===== src/rtl/csr_issue_arbiter.sv =====
// Round-robin arbiter that picks one CSR requester, issues its latched access to
// the CSR buffer and holds ownership until commit, timeout or flush.
module csr_issue_arbiter #(
  parameter int NR_REQ         = 2,
  parameter int TIMEOUT_CYCLES = 64,
  parameter int XLEN           = 64,
  localparam int IDW           = (NR_REQ > 1) ? $clog2(NR_REQ) : 1,
  localparam int CW            = (TIMEOUT_CYCLES > 1) ? $clog2(TIMEOUT_CYCLES) : 1
) (
  input  logic                        clk_i,
  input  logic                        rst_ni,
  input  logic                        flush_i,
  input  logic [NR_REQ-1:0]           req_valid_i,
  input  logic [NR_REQ-1:0][6:0]      req_op_i,
  input  logic [NR_REQ-1:0][11:0]     req_addr_i,
  input  logic [NR_REQ-1:0][XLEN-1:0] req_wdata_i,
  output logic [NR_REQ-1:0]           req_ready_o,
  output logic                        csr_valid_o,
  input  logic                        csr_ready_i,
  output logic [6:0]                  csr_op_o,
  output logic [11:0]                 csr_addr_o,
  output logic [XLEN-1:0]             csr_wdata_o,
  input  logic                        commit_i,
  output logic                        csr_commit_o,
  output logic [IDW-1:0]              grant_id_o,
  output logic                        busy_o,
  output logic                        timeout_o
);

  typedef enum logic [1:0] {
    IDLE        = 2'd0,
    ISSUE       = 2'd1,
    WAIT_COMMIT = 2'd2
  } state_e;

  localparam logic [CW-1:0]     CNT_LAST = CW'(TIMEOUT_CYCLES - 1);
  localparam logic [IDW-1:0]    ID_LAST  = IDW'(NR_REQ - 1);
  localparam logic [NR_REQ-1:0] ONE_HOT0 = {{(NR_REQ-1){1'b0}}, 1'b1};

  state_e            state_r, state_n;
  logic [IDW-1:0]    rr_ptr_r, rr_ptr_n;
  logic [CW-1:0]     cnt_r, cnt_n;
  logic [IDW-1:0]    grant_id_r;
  logic [6:0]        op_r;
  logic [11:0]       addr_r;
  logic [XLEN-1:0]   wdata_r;
  logic              found_s;
  logic [IDW-1:0]    winner_s;
  logic              grant_s;
  logic              commit_s;
  logic              timeout_s;

  function automatic logic [IDW-1:0] wrap_inc(input logic [IDW-1:0] v);
    return (v == ID_LAST) ? '0 : v + IDW'(1);
  endfunction

  // Find the first valid requester at or above rr_ptr, wrapping around.
  always_comb begin
    int          idx_s;
    logic [IDW-1:0] cand_s;
    found_s  = 1'b0;
    winner_s = '0;
    for (int i = 0; i < NR_REQ; i++) begin
      idx_s    = int'(rr_ptr_r) + i;
      idx_s    = (idx_s >= NR_REQ) ? idx_s - NR_REQ : idx_s;
      cand_s   = IDW'(idx_s);
      winner_s = (req_valid_i[cand_s] && !found_s) ? cand_s : winner_s;
      found_s  = found_s | req_valid_i[cand_s];
    end
  end

  assign grant_s = rst_ni && !flush_i && (state_r == IDLE) && found_s;

  // Next-state logic; flush overrides every other event and leaves rr_ptr alone.
  always_comb begin
    state_n   = state_r;
    rr_ptr_n  = rr_ptr_r;
    cnt_n     = cnt_r;
    commit_s  = 1'b0;
    timeout_s = 1'b0;
    if (flush_i) begin
      state_n = IDLE;
    end else begin
      case (state_r)
        IDLE: begin
          if (found_s) begin
            state_n = ISSUE;
          end else begin
            state_n = IDLE;
          end
        end
        ISSUE: begin
          if (csr_ready_i) begin
            state_n = WAIT_COMMIT;
            cnt_n   = '0;
          end else begin
            state_n = ISSUE;
          end
        end
        WAIT_COMMIT: begin
          if (commit_i) begin
            commit_s = 1'b1;
            state_n  = IDLE;
            rr_ptr_n = wrap_inc(grant_id_r);
          end else if (cnt_r == CNT_LAST) begin
            timeout_s = 1'b1;
            state_n   = IDLE;
            rr_ptr_n  = wrap_inc(grant_id_r);
          end else begin
            cnt_n = cnt_r + CW'(1);
          end
        end
        default: begin
          state_n = IDLE;
        end
      endcase
    end
  end

  // State, pointer, counter and latched payload registers.
  always_ff @(posedge clk_i) begin
    if (!rst_ni) begin
      state_r    <= IDLE;
      rr_ptr_r   <= '0;
      cnt_r      <= '0;
      grant_id_r <= '0;
      op_r       <= 7'd0;
      addr_r     <= 12'd0;
      wdata_r    <= '0;
    end else begin
      state_r  <= state_n;
      rr_ptr_r <= rr_ptr_n;
      cnt_r    <= cnt_n;
      if (grant_s) begin
        grant_id_r <= winner_s;
        op_r       <= req_op_i[winner_s];
        addr_r     <= req_addr_i[winner_s];
        wdata_r    <= req_wdata_i[winner_s];
      end
    end
  end

  // Reset gates every handshake output so nothing escapes while rst_ni is low.
  assign req_ready_o  = grant_s ? (ONE_HOT0 << winner_s) : '0;
  assign csr_valid_o  = rst_ni && (state_r == ISSUE);
  assign csr_commit_o = rst_ni && commit_s;
  assign timeout_o    = rst_ni && timeout_s;
  assign busy_o       = rst_ni && (state_r != IDLE);
  assign grant_id_o   = grant_id_r;
  assign csr_op_o     = op_r;
  assign csr_addr_o   = addr_r;
  assign csr_wdata_o  = wdata_r;

endmodule


===== config.mk =====
export PLATFORM = sky130hd
export DESIGN_NAME = csr_issue_arbiter
export DESIGN_NICKNAME = d
export VERILOG_FILES = /design/src/rtl/csr_issue_arbiter.sv
export SDC_FILE = /design/constraint.sdc
export NUM_CORES = 1
export LEC_CHECK = 0
export ABC_AREA = 1
export BUFFER_PORTS_ARGS = -buffer_cell sky130_fd_sc_hd__buf_2
export CAP_MARGIN = 20
export CORE_ASPECT_RATIO = 1.25
export CORE_MARGIN = 2
export CORE_UTILIZATION = 47
export DETAILED_ROUTE_END_ITERATION = 7
export GPL_TIMING_DRIVEN = 0
export PLACE_DENSITY = 0.85
export SYNTH_ARGS = -nofsm -noshare
export SYNTH_HDL_FRONTEND = slang
export SYNTH_SLANG_ARGS = --single-unit
export TNS_END_PERCENT = 50

===== constraint.sdc =====
create_clock -name clk_i -period 2.96 [get_ports clk_i]
set_clock_uncertainty 0.05 [all_clocks]
set_input_delay 0.592 -clock clk_i [delete_from_list [all_inputs] [get_ports clk_i]]
set_output_delay 0.592 -clock clk_i [all_outputs]
set_load 0.005 [all_outputs]

==> results.md, run 1 <==
* Status: finished, final reports clean
* Hold Vio Cnt, Final at 0
* Worst Max-Slew Pin Slew at 589 ps
* Via density at 4.96
* Dpl ws at slightly below 400 ps
* Vias at 5630
* Area of the multi-input gates at 2400 sq um
* Leak pwr at approximately 3.4 nW
* CTS tree: yes
* Final Max Tran Viols at 0
* First-pass GRT wire length at 22.6 mm
* Max Fclk at 395 MHz
* Ports at 263
* Register area at 1860 sq um
* Initial antenna violation count at 0
* Drt first pass iters at 5
* Syn_nets at 906
* Post-cts repair resize count at 0
* Final WS setup at 430 ps
* Crit end category: output pin
* #FFs+latches synth at 93
* Placed cells at 1120
* # diodes at 0
* Sink Count at 93
* 1st-iter DRT viols at about 190
* Root Driver: clkbuf_16
* Area Overhead vs Synth at 38.7%
* Post-route DRC at 0
* CP Launch Type: input pin
* Clock insertion delay at the later pin of the skew report at 330 ps
* Initial Utilization at between 40% and 50%
* Top Layer Used: met4
* Maximum vdd drop at approximately 0.00026 V
* Pwr dens at 477 nW/um^2
* CTS Buf Count at 9
* Core Area at between 9000 and 10000 sq um
* ANT nets after route at 0
* Worst hold path type: reg -> reg
* Maximum Capacitance Violations at 0
* YS warnings at 0
* Max FO, Critical Path at 10
* Synth cell types at 23
* RSZ-0062 raised after global routing: no
* Number of global-route vias before repair at 5072
* Per-cell routed wire length at 12.7 um
* Gr usage total at 26.4%
* Post-synthesis cell count at around 730
* Grt ovf at 0
* WP data arrival at 1890 ps
* Die area at 10600 sq um
* Fill count at 944
* RePlAce Congestion at 0.863
* Longest Clk Path Bufs at 2
* Post-CTS Hold Fix Bufs at 0
* Row cnt at 40
* Setup tns final at 0 ps
* Syn_area_per_cell at around 6.3 sq um
* Required @ worst endpoint at 2320 ps
* Die W at 92.6 um
* Nets at 1179
* Clock-pin slew on the worst setup and hold paths at 60 ps
* Crit path kind: in -> out
* Length of routed met3 wiring at between 1 and 1.5 mm
* Post-CTS setup repair buffer count at 0
* Pin count of the biggest net entering global routing at 15
* Min Tclk post-route at 2530 ps
* Input/output buffers at 262
* M1 wire length at 5.51 mm
* Total chip power at 0.00305 W
* Sequential area share after synthesis at between 40% and 50%
* Die height at about 110 um
* H-tree depth at 3
* Netlist Area Pre-Place at 4610 sq um
* Fin cells at between 1k and 1.5k
* Most frequent cells in the layout: 358 x nand2_1, 284 x buf_2, 93 x dfxtp_1, 91 x nand3_1, 90 x a21oi_1
* Util after Layout at 66.9%
* Slew HR at between 60% and 70%
* DR WL met2 at 7.37 mm
* Final Setup Violations at 0
* Hpwl dp at 11.0 mm
* Tcrit/Tclk final at between 80% and 90%
* Drt total wl at 14.4 mm
* Commonest non-fill, non-tap cell in the layout: nand2_1
* Layout cells sized above 1 at 30.9%
metal layers:
layer / up-vias / GRT usage (%)
met3: 40 / 5.50
met2: 215 / 47.8
met4: 0 / 14.2
met5: - / 0
met1: 2491 / 28.6
li1: 2884 / -
flip-flops by register name (all words and copies together), names as in the netlist:
register / cells
cnt_r: 6
csr_addr_o: 12
csr_op_o: 7
csr_wdata_o: 64
grant_id_o: 1
rr_ptr_r: 1
state_r: 2
synthesized netlist by cell type:
cell        n  area, sq um
inv_2       1         3.75
dfxtp_1    93         1860
nor3b_1     1         7.51
nor3_1      1         5.00
nand2_1   358         1340
o31ai_1     1         7.51
a21oi_1    90          450
nand4_1     2         12.5
nand3b_1    2         15.0
buf_6       1         11.3
inv_1      16         60.1
a211oi_1    1         7.51
nor2_1     15         56.3
buf_1       2         7.51
buf_4      11         82.6
nand3_1    91          455
clkbuf_1   19         71.3
or2_1       1         6.26
ha_1        1         12.5
buf_2      22          110
nand3_2     1         10.0
xor2_1      1         8.76
o21ai_0     1         5.00
metrics by stage:
stage | area, sq um | hold WS (ps)
6_report | 6400 | 409
5_1_grt | 6400 | 422
4_1_cts | 6400 | 408
3_5_place_dp | 6080 | 402
3_3_place_gp | 6080 | 398
2_1_floorplan | 4610 | 404
final timing paths:
path,slack [ps],start,end,cells past startpoint
max,430,rst_ni,csr_valid_o,6
min,410,csr_wdata_o[5],csr_wdata_o[5],2
max reg2reg,1370,rr_ptr_r,csr_wdata_o[52],9
min reg2reg,410,csr_wdata_o[5],csr_wdata_o[5],2
area by class of cell:
type | instances | area share [%]
sequential | 93 | 29.1
clock inverter | 4 | 1.13
tap | 126 | 2.46
buffer | 55 | 4.42
inverter | 17 | 0.998
clock buffer | 11 | 3.79
timing repair buffer | 262 | 20.5
multi-input combinational | 567 | 37.6
cell families after synthesis:
family | Yosys count | share of synthesized area (%)
AOI/OAI and AO/OA | 93 | 10.2
xor gates and xnor gates | 1 | 0.190
adders and majority gates | 1 | 0.271
buffers and inverters | 72 | 7.52
DFF | 93 | 40.4
and+or+nand+nor | 472 | 41.5
power breakdown:
group          leakage [nW]  switching [W]  internal [W]  total (W)
Clock                 0.152       0.000459      0.000757    0.00122
Sequential            0.756      0.0000250       0.00130    0.00133
Combinational          2.46       0.000283      0.000225   0.000508
worst max-delay path, stage by stage:
cell      delay (ps)
buf_2            120
inv_1             70
clkbuf_1         460
clkbuf_1         410
nor2_1            90
buf_2            150
No activity file was read; power rests on OpenSTA's default activity.
==> run 2: changes to the inputs <==
Settings changed: ABC_AREA 1 to 0, CORE_AREA from default to 2 2 102 104, CORE_ASPECT_RATIO 1.25 to default, CORE_MARGIN 2 to default, CORE_UTILIZATION 47 to default, DIE_AREA from default to 0 0 104 106, PLACE_DENSITY 0.85 to 0.8.
==> run 2 against run 1 <==
  * Sequential power increased by 3%
  * First-iteration DRC count decreased by 16%
  * Power decreased by 12%
  * Non-clock buffer count decreased by 18
  * Wire length decreased by 12%
  * Critical path depth increased by 1
  * Utilization decreased by 8.2 points
  * Clock power decreased by 34%
  * Fmax decreased by 7.8%
  * Worst setup slack got worse by 210 ps
  * Combinational power increased by 2%
  * Critical path type unchanged
  * Synthesized cell count decreased by 39%
==> results.md, run 2 <==
* Syn_area_per_cell at 9.47 sq um (was 6.30 sq um)
* Worst path cell trace: buf_2 > nand2b_1 > nor4_4 > buf_2 > buf_2 > and2_1 > buf_2 (was buf_2 > inv_1 > clkbuf_1 > clkbuf_1 > nor2_1 > buf_2)
* Most frequent cells in the layout: 282 x buf_2, 93 x dfxtp_1, 90 x nor2_1, 86 x mux2i_1, 83 x a211oi_1 (was 358 x nand2_1, 284 x buf_2, 93 x dfxtp_1, 91 x nand3_1, 90 x a21oi_1)
* CP max-delay cell: nor4_4 (was clkbuf_1)
* Maximum Capacitance Violations at 0 (unchanged)
* Commonest non-fill, non-tap cell in the layout: buf_2 (was nand2_1)
* Input/output buffers at 261 (was 262)
* Drt first pass iters at 4 (was 5)
* Leak pwr at 3.08 nW (was 3.37 nW)
* Ports at 263 (unchanged)
* # diodes at 0 (unchanged)
* Min Tclk post-route at 2740 ps (was 2530 ps)
* Max reg flops at 64 (unchanged)
* WP data arrival at 2100 ps (was 1890 ps)
* Drt total wl at 12.6 mm (was 14.4 mm)
* Sink Count at 93 (unchanged)
* Post-CTS Hold Fix Bufs at 0 (unchanged)
* Asr flop ratio synth at 0% (unchanged)
* Grt ovf at 0 (unchanged)
* Per-cell routed wire length at 14.7 um (was 12.7 um)
* Register area at 1860 sq um (unchanged)
* Post-synth top area share at 44.3% (was 40.4%)
* Post-cts repair resize count at 0 (unchanged)
* Nets at 890 (was 1179)
* Synth Area in Compound Gates at 17.3% (was 10.2%)
* CP Launch Type: input pin (unchanged)
* Status: finished, final reports clean (unchanged)
* Pwr dens at 458 nW/um^2 (was 477 nW/um^2)
* Max Fclk at 365 MHz (was 395 MHz)
* Synth Area in Simple Gates at 12.7% (was 41.5%)
* Reg2reg path depth at 5 (was 9)
* Post-CTS setup repair buffer count at 0 (unchanged)
* ANT nets after route at 0 (unchanged)
* Worst Max-Slew Pin Slew at 701 ps (was 589 ps)
* Crit path kind: in -> out (unchanged)
* Tcrit/Tclk final at 92.7% (was 85.5%)
* Post-synth EDFFs at 0 (unchanged)
* Root Driver: clkbuf_8 (was clkbuf_16)
* #FFs+latches synth at 93 (unchanged)
* Fill count at 904 (was 944)
* Top Family by Delay on Critical Path: buffers and inverters (unchanged)
* Die height at 106 um (was 115 um)
* Die area at 11000 sq um (was 10600 sq um)
* Slew HR at 53.3% (was 60.7%)
* Area of the multi-input gates at 2130 sq um (was 2400 sq um)
* CTS Buf Count at 9 (unchanged)
* Hold-critical path endpoint: state_r[0] (was csr_wdata_o[5])
* Peak per-stage delay on the critical path at 330 ps (was 460 ps)
* Sequential area share after synthesis at 44.3% (was 40.4%)
* RSZ-0062 raised after global routing: no (unchanged)
* Longest Clk Path Bufs at 2 (unchanged)
* Largest family of logic cells by synthesized area: multiplexers (was simple AND/OR/NAND/NOR gates)
* Row cnt at 37 (was 40)
* Synth cell types at 34 (was 23)
* Top FF cell, synth: dfxtp_1 (unchanged)
* Vias at 4317 (was 5630)
* Post-synth top cells: 93 x dfxtp_1, 90 x nor2_1, 86 x mux2i_1 (was 358 x nand2_1, 93 x dfxtp_1, 91 x nand3_1)
* Worst hold path type: in -> reg (was reg -> reg)
* Crit Reg-Reg Endpoint: csr_addr_o[7] (was csr_wdata_o[52])
* Final Setup Violations at 0 (unchanged)
* Clock-pin slew on the worst setup and hold paths at 90 ps (was 60 ps)
* Initial Utilization at 42.1% (was 48.2%)
* Hold Vio Cnt, Final at 0 (unchanged)
* Area Overhead vs Synth at 39.5% (was 38.7%)
* Clock insertion delay at the later pin of the skew report at 350 ps (was 330 ps)
* WHS Path Cells at 2 (unchanged)
* Util after Layout at 58.7% (was 66.9%)
* CTS tree: yes (unchanged)
* Die W at 104 um (was 92.6 um)
* Core Area at 10000 sq um (was 9560 sq um)
* Maximum vdd drop at 0.000243 V (was 0.000264 V)
* YS warnings at 0 (unchanged)
* Reg2reg start: rr_ptr_r (unchanged)
* Syn_nets at 618 (was 906)
* Min-delay src: csr_ready_i (was csr_wdata_o[5])
* Mux contribution to synthesized area at 20.5% (was 0%)
* Netlist Area Pre-Place at 4210 sq um (was 4610 sq um)
* Gr usage total at 22.8% (was 26.4%)
* Required @ worst endpoint at 2320 ps (about the same)
* Worst path buffer plus inverter count at 4 (was 5)
* Most common cell in the synthesized netlist: dfxtp_1 (was nand2_1)
* Crit end category: output pin (unchanged)
* Post-route DRC at 0 (unchanged)
* Post-synthesis cell count at 444 (was 732)
* Final Max Tran Viols at 0 (unchanged)
* Pin count of the biggest net entering global routing at 16 (was 15)
* Layout cells sized above 1 at 42.3% (was 30.9%)
* Most frequent CP cell: buf_2
* RePlAce Congestion at 0.835 (was 0.863)
* Hpwl dp at 9.91 mm (was 11.0 mm)
* Synth top area cells: dfxtp_1 44%, mux2i_1 20%, a211oi_1 15% (was dfxtp_1 40%, nand2_1 29%, nand3_1 9.9%)
* Via density at 5.04 (was 4.96)
* 1st-iter DRT viols at 162 (was 193)
* Number of global-route vias before repair at 4309 (was 5072)
* Initial antenna violation count at 0 (unchanged)
* Setup tns final at 0 ps (unchanged)
* Xor-xnor portion of the synthesized cell area at 0% (was 0.190%)
* R2r setup slk at 1180 ps (was 1370 ps)
* Post-synthesis adder-cell area fraction at 0.297% (was 0.271%)
* First-pass GRT wire length at 20.4 mm (was 22.6 mm)
* H-tree depth at 3 (unchanged)
* Area leader, netlist: dfxtp_1 (unchanged)
* Max FO, Critical Path at 10 (unchanged)
==> run 2: changes by cell type after synthesis, moves of 3 or more <==
cell      delta
o21ai_0      +3
nor2_1      +75
inv_1       -11
buf_4        -5
and2_1       +3
a211oi_1    +82
mux2i_1     +86
clkbuf_1     -8
nand2_1    -346
nand3_1     -88
a21oi_1     -86
==> run 2: final cells by class <==
class	count	share of cell area, %
Clock inverter	4	0.533
Clock buffer	12	2.64
Buffer	38	3.26
Timing Repair Buffer	261	22.3
Inverter	5	0.320
Multi-Input combinational cell	308	36.4
Sequential cell	93	31.7
Tap cell	136	2.90
==> run 2: metrics by stage <==
stage	total power, W	instances	hold WS [ps]	setup WS (ps)	area [sq um]
after floorplan	0.00166	444	399	672	4210
after global placement	0.00190	841	416	225	5680
after CTS	0.00272	857	393	204	5870
final	0.00269	857	408	217	5870
after detailed placement	0.00192	841	427	209	5680
after global routing	0.00284	857	398	67.6	5870
==> run 2: routing by layer <==
metal	global-route usage [%]	wire [um]	vias to the layer above	part of all wire (%)
li1	-	-	2155	-
met1	26.5	5160	1953	41
met2	40.7	6400	183	51
met3	5.58	798	26	6.3
met4	8.69	263	0	2.1
met5	0	0	-	0
==> run 2: worst max-delay path by stage <==
stage / from / endpoint / slack (ps) / cells past startpoint
after CTS: flush_i / req_ready_o[0] / 200 / 7
after floorplan: rst_ni / req_ready_o[0] / 670 / 6
final: flush_i / req_ready_o[0] / 220 / 7
after global placement: flush_i / req_ready_o[0] / 230 / 7
after global routing: rst_ni / req_ready_o[0] / 70 / 7
after detailed placement: flush_i / req_ready_o[0] / 210 / 7
==> run 2: cell families (layout without fill, tap and decap cells) <==
family / after synthesis / count (layout)
adder cells (fa/ha/maj): 1 / 1
AO/OA/AOI/OAI: 99 / 99
multiplexers: 86 / 86
AND/OR/NAND/NOR: 122 / 122
buffers and inverters: 43 / 320
flip-flops: 93 / 93
==> run 2: power breakdown <==
group / switching, W / total (W) / internal, W
combinational: 0.000259 / 0.000520 / 0.000261
clock: 0.000446 / 0.000801 / 0.000355
sequential: 0.0000405 / 0.00137 / 0.00133
total: 0.000745 / 0.00269 / 0.00195
==> run 3: changes to the inputs <==
Settings changed: CAP_MARGIN 20 to 0, CORE_AREA 2 2 102 104 to default, CORE_ASPECT_RATIO from default to 1.25, CORE_MARGIN from default to 1, CORE_UTILIZATION from default to 30, DIE_AREA 0 0 104 106 to default, PLACE_DENSITY 0.8 to default.
==> run 3 against run 2 <==
  * Utilization fell by 15 points
  * Count of clock-buffer cells in the layout fell by 1
  * Sequential cell count did not move
  * Worst hold slack improved by 16 ps
==> results.md, run 3 (synthesis results as in run 2) <==
* Longest Clk Path Bufs at 2 (unchanged)
* Vias at 4264 (was 4317)
* R2r setup slk at 1110 ps (was 1180 ps)
* Dpl ws at 155 ps (was 209 ps)
* Status: finished, final reports clean (unchanged)
* CTS tree: yes (unchanged)
* Final WS setup at 256 ps (was 217 ps)
* Pin count of the biggest net entering global routing at 16 (unchanged)
* Hold Vio Cnt, Final at 0 (unchanged)
* ANT nets after route at 0 (unchanged)
* WP data arrival at 2060 ps (was 2100 ps)
* Fin cells at 896 (was 857)
* Layout cells sized above 1 at 42.4% (was 42.3%)
* Row cnt at 48 (was 37)
* Area Overhead vs Synth at 43.1% (was 39.5%)
* Pwr dens at 494 nW/um^2 (was 458 nW/um^2)
* Via density at 4.76 (was 5.04)
* WHS Path Cells at 2 (unchanged)
* Peak per-stage delay on the critical path at 330 ps (about the same)
* Leak pwr at 3.13 nW (was 3.08 nW)
* Most frequent CP cell: buf_2 (unchanged)
* Drt total wl at 12.7 mm (was 12.6 mm)
* First-pass GRT wire length at 19.7 mm (was 20.4 mm)
* Crit path kind: in -> out (unchanged)
* Sink Count at 93 (unchanged)
* Max Fclk at 370 MHz (was 365 MHz)
* Nets at 890 (unchanged)
* Tcrit/Tclk final at 91.3% (was 92.7%)
* # diodes at 0 (unchanged)
* Util after Layout at 43.8% (was 58.7%)
* Required @ worst endpoint at 2320 ps (about the same)
* Total chip power at 0.00298 W (was 0.00269 W)
* Commonest non-fill, non-tap cell in the layout: buf_2 (unchanged)
* CP max-delay cell: clkbuf_4 (was nor4_4)
* Placed cells at 880 (was 841)
* Post-route DRC at 0 (unchanged)
* Worst path buffer plus inverter count at 4 (unchanged)
* Root Driver: clkbuf_16 (was clkbuf_8)
* CP Launch Type: input pin (unchanged)
* Ports at 263 (unchanged)
* Top Family by Delay on Critical Path: buffers and inverters (unchanged)
* Clock insertion delay at the later pin of the skew report at 330 ps (was 350 ps)
* Grt ovf at 0 (unchanged)
* Max reg flops at 64 (unchanged)
* RSZ-0062 raised after global routing: no (unchanged)
* Slew HR at 54.1% (was 53.3%)
* Setup tns final at 0 ps (unchanged)
* H-tree depth at 3 (unchanged)
* Maximum Capacitance Violations at 0 (unchanged)
* RePlAce Congestion at 0.824 (was 0.835)
* Worst hold path type: reg -> reg (was in -> reg)
* Final Max Tran Viols at 0 (unchanged)
* Input/output buffers at 261 (unchanged)
* Post-CTS setup repair buffer count at 0 (unchanged)
* Drt first pass iters at 4 (unchanged)
* CTS Buf Count at 9 (unchanged)
* Crit end category: output pin (unchanged)
* Maximum vdd drop at 0.000340 V (was 0.000243 V)
* Worst Max-Slew Pin Slew at 689 ps (was 701 ps)
* Reg2reg path depth at 5 (unchanged)
* Per-cell routed wire length at 14.2 um (was 14.7 um)
* Core Area at 13800 sq um (was 10000 sq um)
* Worst path cell trace: buf_2 > nand2b_1 > nor4_4 > clkbuf_4 > buf_2 > and2_1 > buf_2 (was buf_2 > nand2b_1 > nor4_4 > buf_2 > buf_2 > and2_1 > buf_2)
* Hpwl dp at 9.98 mm (was 9.91 mm)
* Max FO, Critical Path at 10 (unchanged)
* Fill count at 1404 (was 904)
* Initial Utilization at 30.6% (was 42.1%)
* Clock-pin slew on the worst setup and hold paths at 60 ps (was 90 ps)
* Post-CTS Hold Fix Bufs at 0 (unchanged)
* Die W at 108 um (was 104 um)
* Crit path depth at 7 (unchanged)
* 1st-iter DRT viols at 85 (was 162)
* Number of global-route vias before repair at 4176 (was 4309)
* Initial antenna violation count at 0 (unchanged)
* Gr usage total at 17.3% (was 22.8%)
* Die area at 14500 sq um (was 11000 sq um)
* Min Tclk post-route at 2700 ps (was 2740 ps)
* Final Setup Violations at 0 (unchanged)
* Most frequent cells in the layout: 281 x buf_2, 93 x dfxtp_1, 90 x nor2_1, 86 x mux2i_1, 83 x a211oi_1 (was 282 x buf_2, 93 x dfxtp_1, 90 x nor2_1, 86 x mux2i_1, 83 x a211oi_1)
* Die height at 134 um (was 106 um)
run 3: worst paths after layout:
| path | from | to |
|---|---|---|
| setup / recovery | flush_i | req_ready_o[0] |
| hold / removal | rr_ptr_r | rr_ptr_r |
| setup reg to reg | rr_ptr_r | csr_addr_o[9] |
| hold reg to reg | rr_ptr_r | rr_ptr_r |
run 3: where the power goes:
part	internal (W)	leakage, nW	switching (W)
clock	0.000615	0.138	0.000472
sequential	0.00133	0.762	0.0000399
combinational	0.000261	2.23	0.000258
run 3: final cells by class:
type	instances	area, sq um	area share (%)
multi-input cells	308	2130	35.5
inverters	5	18.8	0.312
plain buffers	38	194	3.22
clock buffers	11	253	4.20
repair buffers	261	1310	21.7
well taps	175	219	3.64
flip-flops and latches	93	1860	30.9
clock inverters	5	33.8	0.561
run 3: through the flow:
step	area (sq um)	hold slack (ps)
global route	6020	435
global placement	5730	408
CTS	6020	428
detailed placement	5730	421
floorplan	4210	399
finish	6020	425
run 3: per-layer routing:
layer,wire length [um],GRT usage [%]
met1,5130,19.8
met2,6670,31.9
met3,743,3.50
met4,187,5.40
met5,0,0
run 3: tightest hold or removal path: stages, from the launching register on:
cell and delay, ps:
dfxtp_1 320, nand2_1 50, mux2i_1 50
run 3: repair_timing:
item                                    in CTS  in global routing
endpoints found under the setup margin       0                  1
resized for setup                            0                  1
endpoints found under the hold margin        0                  0
